### src/rtl/xoodyak_text_unload.sv
// Xoodyak result unloader: 4-block FIFO drained as 32-bit words, MS word first.
// Define XOODYAK_TAGCHK_EN to compile in tag verification (tag_ok/tag_fail).
module xoodyak_text_unload (
    input  logic         eph1,
    input  logic         reset,
    input  logic [191:0] textout_r,
    input  logic         textout_valid,
    input  logic [1:0]   textout_kind,
    input  logic [2:0]   textout_len,
    input  logic [127:0] expected_tag,
    output logic [31:0]  dout,
    output logic         dout_valid,
    input  logic         dout_ready,
    output logic         dout_last,
    output logic [1:0]   dout_kind,
    output logic         fifo_full,
    output logic         overflow,
    output logic         tag_ok,
    output logic         tag_fail
);

    typedef enum logic {
        IDLE,
        EMIT
    } state_t;

    state_t state_q, state_d;

    logic [191:0] data_q [4];
    logic [1:0]   kind_q [4];
    logic [2:0]   len_q  [4];

    logic [2:0]   count_q, count_d;
    logic [1:0]   wr_ptr_q, rd_ptr_q;
    logic [2:0]   word_cnt_q;
    logic         overflow_q;

    logic         push, accept, pop;
    logic [2:0]   len_n;
    logic [1:0]   kind_n;
    logic [191:0] head;
    logic [31:0]  head_word;

    assign fifo_full = (count_q == 3'd4);
    assign push      = textout_valid & ~fifo_full;
    assign len_n     = (textout_len == 3'd0 || textout_len == 3'd7)
                       ? 3'd6 : textout_len;
    // Reserved kind 3 is stored as squeeze so consumers only see 0..2
    assign kind_n    = (textout_kind == 2'd3) ? 2'd1 : textout_kind;

    assign dout_valid = (state_q == EMIT);
    assign head       = data_q[rd_ptr_q];
    assign dout_last  = dout_valid
                        && (word_cnt_q == len_q[rd_ptr_q] - 3'd1);
    assign dout_kind  = dout_valid ? kind_q[rd_ptr_q] : 2'd0;
    assign dout       = dout_valid ? head_word : 32'd0;
    assign accept     = dout_valid & dout_ready;
    assign pop        = accept & dout_last;
    assign overflow   = overflow_q;

    always_comb begin
        head_word = 32'd0;
        unique case (word_cnt_q)
            3'd0:    head_word = head[191:160];
            3'd1:    head_word = head[159:128];
            3'd2:    head_word = head[127:96];
            3'd3:    head_word = head[95:64];
            3'd4:    head_word = head[63:32];
            3'd5:    head_word = head[31:0];
            default: head_word = 32'd0;
        endcase
    end

    always_comb begin
        count_d = count_q + {2'b00, push} - {2'b00, pop};
        state_d = state_q;
        unique case (state_q)
            IDLE:    if (push) state_d = EMIT;
            EMIT:    if (pop && !push && count_q == 3'd1) state_d = IDLE;
            default: state_d = IDLE;
        endcase
    end

    always_ff @(posedge eph1) begin
        if (reset) begin
            state_q <= IDLE;
        end else begin
            state_q <= state_d;
        end
    end

    // Storage needs no reset: the cleared count makes old entries invisible
    always_ff @(posedge eph1) begin
        if (push) begin
            data_q[wr_ptr_q] <= textout_r;
            kind_q[wr_ptr_q] <= kind_n;
            len_q[wr_ptr_q]  <= len_n;
        end
    end

    always_ff @(posedge eph1) begin
        if (reset) begin
            count_q    <= 3'd0;
            wr_ptr_q   <= 2'd0;
            rd_ptr_q   <= 2'd0;
            word_cnt_q <= 3'd0;
            overflow_q <= 1'b0;
        end else begin
            count_q <= count_d;
            if (push) wr_ptr_q <= wr_ptr_q + 2'd1;
            if (pop) begin
                rd_ptr_q   <= rd_ptr_q + 2'd1;
                word_cnt_q <= 3'd0;
            end else if (accept) begin
                word_cnt_q <= word_cnt_q + 3'd1;
            end
            if (textout_valid && fifo_full) overflow_q <= 1'b1;
        end
    end

`ifdef XOODYAK_TAGCHK_EN
    logic tag_ok_q, tag_fail_q;
    logic tag_push, tag_eq;

    assign tag_push = push && (textout_kind == 2'd2);
    assign tag_eq   = (textout_r[191:64] == expected_tag);

    always_ff @(posedge eph1) begin
        if (reset) begin
            tag_ok_q   <= 1'b0;
            tag_fail_q <= 1'b0;
        end else begin
            tag_ok_q   <= tag_push & tag_eq;
            tag_fail_q <= tag_push & ~tag_eq;
        end
    end

    assign tag_ok   = tag_ok_q;
    assign tag_fail = tag_fail_q;
`else
    logic unused_tag;

    assign unused_tag = ^expected_tag;
    assign tag_ok     = 1'b0;
    assign tag_fail   = 1'b0;
`endif

endmodule

### config.mk
export PLATFORM = sky130hd
export DESIGN_NAME = xoodyak_text_unload
export DESIGN_NICKNAME = d
export VERILOG_FILES = /design/src/rtl/xoodyak_text_unload.sv
export SDC_FILE = /design/constraint.sdc
export NUM_CORES = 1
export LEC_CHECK = 0
export BUFFER_PORTS_ARGS = -buffer_cell sky130_fd_sc_hd__buf_2
export CAP_MARGIN = 10
export CORE_MARGIN = 8
export CORE_UTILIZATION = 58
export CTS_CLUSTER_DIAMETER = 150
export DETAILED_ROUTE_END_ITERATION = 10
export PLACE_DENSITY = 0.82
export SLEW_MARGIN = 0
export SYNTH_ARGS = -nofsm -noshare
export SYNTH_HDL_FRONTEND = slang
export SYNTH_SLANG_ARGS = --single-unit
### constraint.sdc
create_clock -name eph1 -period 8.3 [get_ports eph1]
set_input_delay 0.83 -clock eph1 [delete_from_list [all_inputs] [get_ports eph1]]
set_output_delay 0.83 -clock eph1 [all_outputs]
set_load 0.01 [all_outputs]
# Word level (Yosys, flattened, before mapping)
# Memories as Yosys holds them, arrays and structs flattened. A register that Yosys moved wholly into a read port is not among the register bits.
# Index checks and enable logic that the tools add are counted.
[word_totals]
ff_bits = 12
ram_bits = 788
input_bits = 329
out_inout_bits = 40
mem_count = 3
[mem_list]
columns = ["name", "words", "width", "rd", "rd_ports_with_merged_regs", "write_ports", "line", "source"]
rows = [
  ["data_q", 4, 192, 1, 1, 1, "29", "logic [191:0] data_q [4];"],
  ["len_q", 4, 3, 1, 1, 1, "31", "logic [2:0] len_q [4];"],
  ["kind_q", 4, 2, 1, 1, 1, "30", "logic [1:0] kind_q [4];"],
]
[classes]
add_sub_neg = 6
n_eq_ne = 10
mux = 15
bitwise = 5
n_reduce_logical = 9
[op_table]
columns = ["cell", "count"]
rows = [
  ["32-bit one-hot mux with 6 select lines", 1],
  ["32-bit two-way mux", 1],
  ["2-bit two-way mux", 8],
  ["3-bit == test (second input constant)", 4],
  ["3-bit by 1-bit == test with 1-bit output (second input constant)", 2],
  ["3-bit by 2-bit == test with 1-bit output (second input constant)", 2],
  ["3-bit zero test", 2],
  ["2-bit by 1-bit adder with 2-bit output (second input constant)", 2],
  ["1-bit logical AND", 4],
  ["3-bit by 1-bit adder with 3-bit output", 1],
  ["3-bit by 1-bit adder with 3-bit output (second input constant)", 1],
  ["1-bit AND", 3],
  ["3-bit == test", 1],
  ["1-bit two-way mux", 3],
  ["3-bit two-way mux", 1],
  ["3-bit by 1-bit subtractor with 3-bit output", 1],
  ["3-bit by 1-bit subtractor with 3-bit output (second input constant)", 1],
  ["2-bit == test (second input constant)", 1],
  ["1-bit NOT", 2],
  ["1-bit one-hot mux with 2 select lines", 1],
  ["2-bit OR reduction", 1],
  ["1-bit zero test", 1],
  ["1-bit logical OR", 1],
]

# Longest topological paths before layout
# Gate-level depths: netlist of the first run.
[logic_depth]
word_depth = 8
ltp_mapped = 15
depth_no_buf = 12

# Worst setup path after synthesis of the first run
# Ideal clock, no wire load.
[synth_path]
path_kind = "input to register"
from = "in textout_valid"
to = "mem data_q[0][0], enable pin"
arrival_time_ns = 5.697
slack_ns = 2.021
stages = 3
n_path_buf = 1
path_cell_list = "nor2b_1 -> clkbuf_1 -> and2_1"
[synth_between]
elab_chain_len = 3
[synth_rtl]
columns = ["item", "line", "source"]
rows = [
  ["start: declaration", "7", "input logic textout_valid,"],
  ["1-bit AND", "45", "assign push = textout_valid & ~fifo_full;"],
  ["1-bit two-way mux", "94", "if (push) begin"],
  ["1-bit two-way mux (implied by the code)", "95", "data_q[wr_ptr_q] <= textout_r;"],
  ["end: declaration", "29", ""],
]
# No other way between the ends.

==> results of run 1 <==
[per-layer routing]
metal	up-vias	share of wire (%)
met2	644	51
li1	6138	-
met5	-	0.29
met3	158	9.1
met4	32	3.0
met1	7698	37
[final cells by class]
cell class / instances / area (sq um) / share of cell area, %
clock inverters: 49 / 533.0 / 1.524
diodes: 23 / 57.56 / 0.1646
inverters: 12 / 45.04 / 0.1288
flip-flops and latches: 802 / 23950 / 68.48
multi-input cells: 401 / 6040 / 17.27
clock buffers: 92 / 2090 / 5.975
well taps: 680 / 850.8 / 2.433
repair buffers: 260 / 1406 / 4.021
[worst register-to-register path: cells and delay by family, from the launching register on]
kind / cells / cell delay [ns]
xor+xnor: 1 / 0.21
buf+inv: 2 / 0.72
mux: 1 / 0.70
simple gates: 2 / 0.52
fa+ha+maj: 3 / 0.88
flops: 1 / 0.89
[report_power, final]
group	leakage, nW	switching, mW	internal, mW
Sequential	7.34	0.111	4.95
Clock	1.28	1.46	2.15
Combinational	2.57	0.592	0.385
[how the worst max path moves through the flow]
stage	start	endpoint	slack, ns	depth (start not counted)
floorplan	textout_valid	data_q[0][0]	2.02	3
global route	flip-flop	dout[18]	3.24	6
CTS	flip-flop	dout[18]	3.32	6
finish	flip-flop	dout[13]	3.38	6
detailed placement	flip-flop	dout[18]	3.97	6
global placement	flip-flop	dout[18]	3.93	6
[sequential cells by signal (all words and copies together), names as in the netlist, named ones only]
| name | flops |
|---|---|
| len_q | 12 |
| count_q | 3 |
| dout_valid | 1 |
| kind_q | 8 |
| wr_ptr_q | 2 |
| overflow | 1 |
| word_cnt_q | 3 |
| rd_ptr_q | 2 |
| data_q | 768 |
[logic make-up (layout without fill, tap and decap cells)]
kind of cell	Yosys count	after routing	synth area share, %
AO/OA/AOI/OAI	140	140	3.306
other	1	25	0.01237
multiplexers	201	201	14.78
flip-flops	802	802	78.98
XOR/XNOR	7	7	0.3260
adder cells (fa/ha/maj)	14	14	0.6026
buffers and inverters	89	413	1.259
AND/OR/NAND/NOR	37	37	0.7346
[cell usage after synthesis (all sizes together), types with 2 or more instances]
library cell / instances / area share, %
nor2: 8 / 0.099
o21bai: 2 / 0.050
edfxtp: 788 / 78
a21oi: 5 / 0.083
and2: 8 / 0.17
o311ai: 2 / 0.058
a22oi: 96 / 2.4
buf: 31 / 0.54
mux2: 3 / 0.11
clkbuf: 46 / 0.57
nand2: 4 / 0.050
inv: 12 / 0.15
ha: 13 / 0.54
xnor2: 7 / 0.33
nor4: 2 / 0.091
nor2b: 9 / 0.19
a31oi: 32 / 0.66
dfxtp: 14 / 0.92
mux4: 197 / 15
[metrics by stage]
stage                     power, mW  setup slack (ns)  std cells
final                         9.643             3.381       2319
after global routing          9.945             3.238       2305
after CTS                     9.714             3.315       2296
after detailed placement      6.122             3.968       2155
after global placement        6.068             3.933       2155
after floorplan               5.812             2.021       1292
[placed cells by master (no fill, tap or decap), types with 2 or more instances in the layout]
cell type,instances
conb_1,2
xnor2_1,5
ha_1,12
o21bai_1,2
dfxtp_1,12
nand2_1,4
buf_4,18
nor2b_1,6
clkbuf_16,82
edfxtp_1,788
nor2b_4,3
nor2_1,8
and2_4,4
clkinvlp_4,3
clkinv_1,16
diode_2,23
buf_12,4
inv_6,2
xnor2_4,2
a31oi_1,32
and2_1,2
and2_2,2
a21oi_1,5
a22oi_1,96
mux4_2,197
clkinv_2,15
clkbuf_1,10
dfxtp_4,2
o311ai_1,2
buf_2,238
inv_1,12
mux2_1,3
bufinv_16,11
==> results.txt, run 1 <==
outcome: completed
origin of the worst min-delay path: textout_r[51]
capture point of the worst reg-to-reg path: count_q[1]
Hold Worst Slack: 0.4290 ns
number of port buffers: 238
global routing usage on met3: 6.407%
Area growth, synth to finish: 15.36%
fraction of layout instances using a drive strength above 1: 36.45%
mean routed wirelength per cell: 28.45 um
global-route wire length before repair: 97.23 mm
category of the most critical setup path: reg2out
clock insertion delay at the later pin of the skew report: 0.62 ns
number of maximum-capacitance constraint violations: 0
synthesized flop and latch total: 802
Die Footprint: 59,840 sq um
cells along the critical path: buf_4 -> buf_4 -> mux4_2 -> a22oi_1 -> a31oi_1 -> buf_2
delay contributed by the slowest stage of the critical path: 0.86 ns
initial detailed-routing violation count: 1,283
starting density of the core: 58.85%
number of optimization iterations in the first detailed-route pass: 5
std cell rows: 83
yosys synthesis warning count: 0
sequential element share of the synthesized area: 78.98%
final hold violation count: 0
Bufs on Longest Clock Path: 3
cell repeated most along the worst path: buf_4
global routing usage summed across all routing layers: 21.97%
Final Skew: 0.02482 ns
overall via count from detail_route: 14,670
achievable clock frequency: 0.2033 GHz
die outline height: 244.6 um
critical path's top delay family: buffers and inverters
cell area power density: 275.7 nW/um^2
final instance area: 34,970 sq um
classification of the worst-slack hold path: in2reg
TritonCTS clock tree: built
Final min period: 4.919 ns
Gates resized, CTS repair: 0
total negative setup slack: 0 ns
worst min-delay path endpoint: data_q[2][51]
actual slew at the worst max-slew pin: 0.9900 ns
number of sinks handled by clock tree synthesis: 802
average instance area after synthesis: 23.48 sq um
overflow left after global routing: 0
number of cells on the worst hold path: 1
Top Ports: 369
final clock period utilization by the worst path: 59.27%
clock input transition at the sequential cells of the worst setup and hold paths: 0.06 ns
post-CTS setup buffer count: 0
Synth Cell Area: 30,320 sq um
Max IR drop VDD: 0.2168 mV
global routing usage on met2: 36.28%
worst reg-to-reg setup slack: 4.26 ns
slew margin rel.: 34.00%
antenna-violating nets left: 0
core area: 51,510 sq um
Arrival @ worst endpoint: 4.09 ns
distinct cell type count after synthesis: 37
buffer type at the clock tree root: clkbuf_16
final wirelength: 65.99 mm
FF-to-FF path depth: 9
detailed-route DRC error count: 0
last weighted congestion value of the routability-driven placer: 0.7573
maximum number of pins on one net before global-route repair: 124
placed cell area: 32,290 sq um
horizontal die dimension: 244.6 um
unrepaired setup endpoints after global routing: no
antenna violations before repair: 32
launching element type of the critical path: flip-flop
master of the slowest instance on the critical path: buf_4
Crit path required time: 7.47 ns
detail-routed via count per cell: 6.326
proportion of synthesized flip-flops having asynchronous set or reset: 0%
number of global-route vias before repair: 15,362
count of H-tree levels built during CTS: 3
most instantiated flip-flop cell in the synthesis netlist: edfxtp_1
share of the core filled with cells: 67.90%
final count of pins violating max slew: 0
global routing's busiest layer: met2
Post-DP HPWL: 38.23 mm
number of clock buffers inserted by TritonCTS: 79
Critical Path Fanout Max: 63
number of buffer and inverter stages on the critical path: 3
fill cell total of the finished layout: 3,152
kind of end point of the critical path: output pin
Leak Pwr: 11.19 nW
number of synthesized flops with an enable pin: 788
total of hold buffers inserted after clock tree synthesis: 0
Layout Nets: 1,899
final setup violation count: 0
met1 GRT Util: 27.94%
Syn Inst Count: 1,291
Power figures use the tool's default switching activity.
==> run 2: changes to the inputs <==
- CORE_UTILIZATION: 58 -> 52
- PLACE_DENSITY: 0.82 -> 0.77
- clock period: 8.3 -> 4.05 ns (I/O delays scaled with it)
==> run 2 against run 1 <==
Via count up 3.5%. Core utilization down 3.6 points. Critical path type unchanged. Hold slack worse by 0.39 ns. Sequential share of layout area down 3.9 points. Register-to-register slack worse by 3.4 ns. Critical endpoint is now dout[15]. Die area up 11%. Global-route usage down 1.9 points. Highest routed layer unchanged. Largest power group unchanged. Non-clock buffer count up 198. Clock skew down 0.0061 ns. Final cell count up 12%. Sequential power up 100%.
==> results.txt, run 2 (synthesis results as in run 1) <==
classification of the worst-slack hold path: in2reg (unchanged)
Die Footprint: 66,280 sq um (was 59,840 sq um)
launching element type of the critical path: flip-flop (unchanged)
Post-DP HPWL: 38.76 mm (was 38.23 mm)
post-CTS setup buffer count: 0 (unchanged)
final hold violation count: 0 (unchanged)
delay contributed by the slowest stage of the critical path: 0.70 ns (was 0.86 ns)
final setup violation count: 0 (unchanged)
cell area power density: 532.2 nW/um^2 (was 275.7 nW/um^2)
number of maximum-capacitance constraint violations: 0 (unchanged)
last weighted congestion value of the routability-driven placer: 0.7417 (was 0.7573)
Multi-input gate area: 6040 sq um (unchanged)
top library cells by usage in the layout, fill and taps aside: 788 x edfxtp_1, 238 x buf_2, 197 x mux4_2 (unchanged)
Max IR drop VDD: 0.4419 mV (was 0.2168 mV)
global-route wire length before repair: 100.4 mm (was 97.23 mm)
std cell rows: 88 (was 83)
unrepaired setup endpoints after global routing: no (unchanged)
Crit path required time: 3.64 ns (was 7.47 ns)
final instance area: 37,110 sq um (was 34,970 sq um)
Hold Worst Slack: 0.03714 ns (was 0.4290 ns)
clock input transition at the sequential cells of the worst setup and hold paths: 0.06 ns (about the same)
detail-routed via count per cell: 5.851 (was 6.326)
overflow left after global routing: 0 (unchanged)
category of the most critical setup path: reg2out (unchanged)
register area: 23,950 sq um (unchanged)
Critical Path Fanout Max: 85 (was 63)
number of clock buffers inserted by TritonCTS: 79 (unchanged)
initial detailed-routing violation count: 1,259 (was 1,283)
final clock period utilization by the worst path: 92.31%
number of sinks handled by clock tree synthesis: 802 (unchanged)
overall via count from detail_route: 15,178 (was 14,670)
kind of end point of the critical path: output pin (unchanged)
count of H-tree levels built during CTS: 3 (unchanged)
achievable clock frequency: 0.2675 GHz
master of the slowest instance on the critical path: buf_4 (unchanged)
mean routed wirelength per cell: 26.02 um (was 28.45 um)
fraction of layout instances using a drive strength above 1: 32.91% (was 36.45%)
final count of pins violating max slew: 0 (unchanged)
clock insertion delay at the later pin of the skew report: 0.60 ns (was 0.62 ns)
number of optimization iterations in the first detailed-route pass: 5 (unchanged)
Top Ports: 369 (unchanged)
starting density of the core: 52.54% (was 58.85%)
largest register by flop count: data_q (unchanged)
final wirelength: 67.50 mm (was 65.99 mm)
largest registers: data_q x768, len_q x12, kind_q x8 (unchanged)
antenna-violating nets left: 0 (unchanged)
critical path's top delay family: buffers and inverters (unchanged)
slew margin rel.: 34.78% (was 34.00%)
Layout Nets: 2,097 (was 1,899)
global routing usage summed across all routing layers: 20.11% (was 21.97%)
most frequent standard cell in the layout excluding fill and tap cells: edfxtp_1 (unchanged)
buffer type at the clock tree root: clkbuf_16 (unchanged)
fill cell total of the finished layout: 3,752 (was 3,152)
Bufs on Longest Clock Path: 3 (unchanged)
share of the core filled with cells: 64.31% (was 67.90%)
antenna violations before repair: 12 (was 32)
number of port buffers: 238 (unchanged)
outcome: completed (unchanged)
die outline height: 257.5 um (was 244.6 um)
Final min period: 3.739 ns
TritonCTS clock tree: built (unchanged)
number of global-route vias before repair: 16,121 (was 15,362)
max FFs per register: 768 (unchanged)
core area: 57,700 sq um (was 51,510 sq um)
number of buffer and inverter stages on the critical path: 3 (unchanged)
horizontal die dimension: 257.5 um (was 244.6 um)
Leak Pwr: 12.03 nW (was 11.19 nW)
placed cell area: 32,700 sq um (was 32,290 sq um)
detailed-route DRC error count: 0 (unchanged)
actual slew at the worst max-slew pin: 0.9784 ns (was 0.9900 ns)
cells along the critical path: buf_12 -> buf_4 -> mux4_2 -> a22oi_1 -> a31oi_1 -> buf_2 (was buf_4 -> buf_4 -> mux4_2 -> a22oi_1 -> a31oi_1 -> buf_2)
maximum number of pins on one net before global-route repair: 102 (was 124)
Final Skew: 0.01877 ns (was 0.02482 ns)
Arrival @ worst endpoint: 3.33 ns (was 4.09 ns)
total negative setup slack: 0 ns (unchanged)
Area growth, synth to finish: 22.40% (was 15.36%)
-- run 2: cell types whose count changed in the layout (fill, tap and decap cells not counted) --
cell and delta:
buf_12 +15, bufinv_16 -3, clkbuf_1 +7, clkinv_2 -4, clkinv_4 +2, clkinvlp_4 -1
diode_2 -8, dlygate4sd3_1 +183, inv_8 -1
-- run 2: worst paths after layout --
check,start,to,slack [ns],cells past startpoint
worst max register to register,flip-flop,count_q[2],0.83,11
worst min-delay path,textout_r[186],data_q[3][186],0.04,1
worst max-delay path,flip-flop,dout[15],0.31,6
worst min register to register,overflow,overflow,0.46,2
-- run 2: per-layer routing --
layer  GRT usage [%]  wire, um  vias to the layer above
li1                -         -                     6524
met1           26.33     26120                     7871
met2           33.29     34300                      662
met3           4.844      5513                      115
met4           6.374      1527                        6
met5               0        40                        -
-- run 2: metrics by stage --
step           setup slack, ns  total power [mW]  cells
6_report                0.3114             19.75   2594
5_1_grt                 0.1160             20.39   2586
4_1_cts                 0.2492             19.89   2579
3_5_place_dp            0.8366             12.62   2255
3_3_place_gp            0.8300             12.50   2255
2_1_floorplan           0.3101             11.80   1292
-- run 2: final cells by class --
class / count / share of cell area [%]
clock buffer: 99 / 5.702
timing repair buffer: 458 / 9.536
antenna: 15 / 0.1012
tap: 765 / 2.580
multi-input combinational: 401 / 16.28
sequential: 802 / 64.55
inverter: 12 / 0.1214
clock inverter: 42 / 1.136
-- run 2: repair_timing --
| action | 4_1_cts | 5_1_grt |
|---|---|---|
| hold endpoints to repair | 719 | 0 |
| resized for setup | 0 | 0 |
| hold buffers | 183 | 0 |
| setup endpoints to repair | 0 | 0 |
-- run 2: report_power, final --
part / switching [mW] / total (mW) / internal, mW
registers: 0.208 / 10.3 / 10.1
clock network: 2.94 / 7.16 / 4.21
logic: 1.29 / 2.25 / 0.963
-- run 2: worst reg2reg max path: cells and delay by family, from the launching register on --
kind | cells | cell delay [ns]
mux | 1 | 0.59
simple gates | 2 | 0.18
flops | 1 | 0.42
fa+ha+maj | 4 | 1.13
buf+inv | 2 | 0.14
xor+xnor | 2 | 0.66
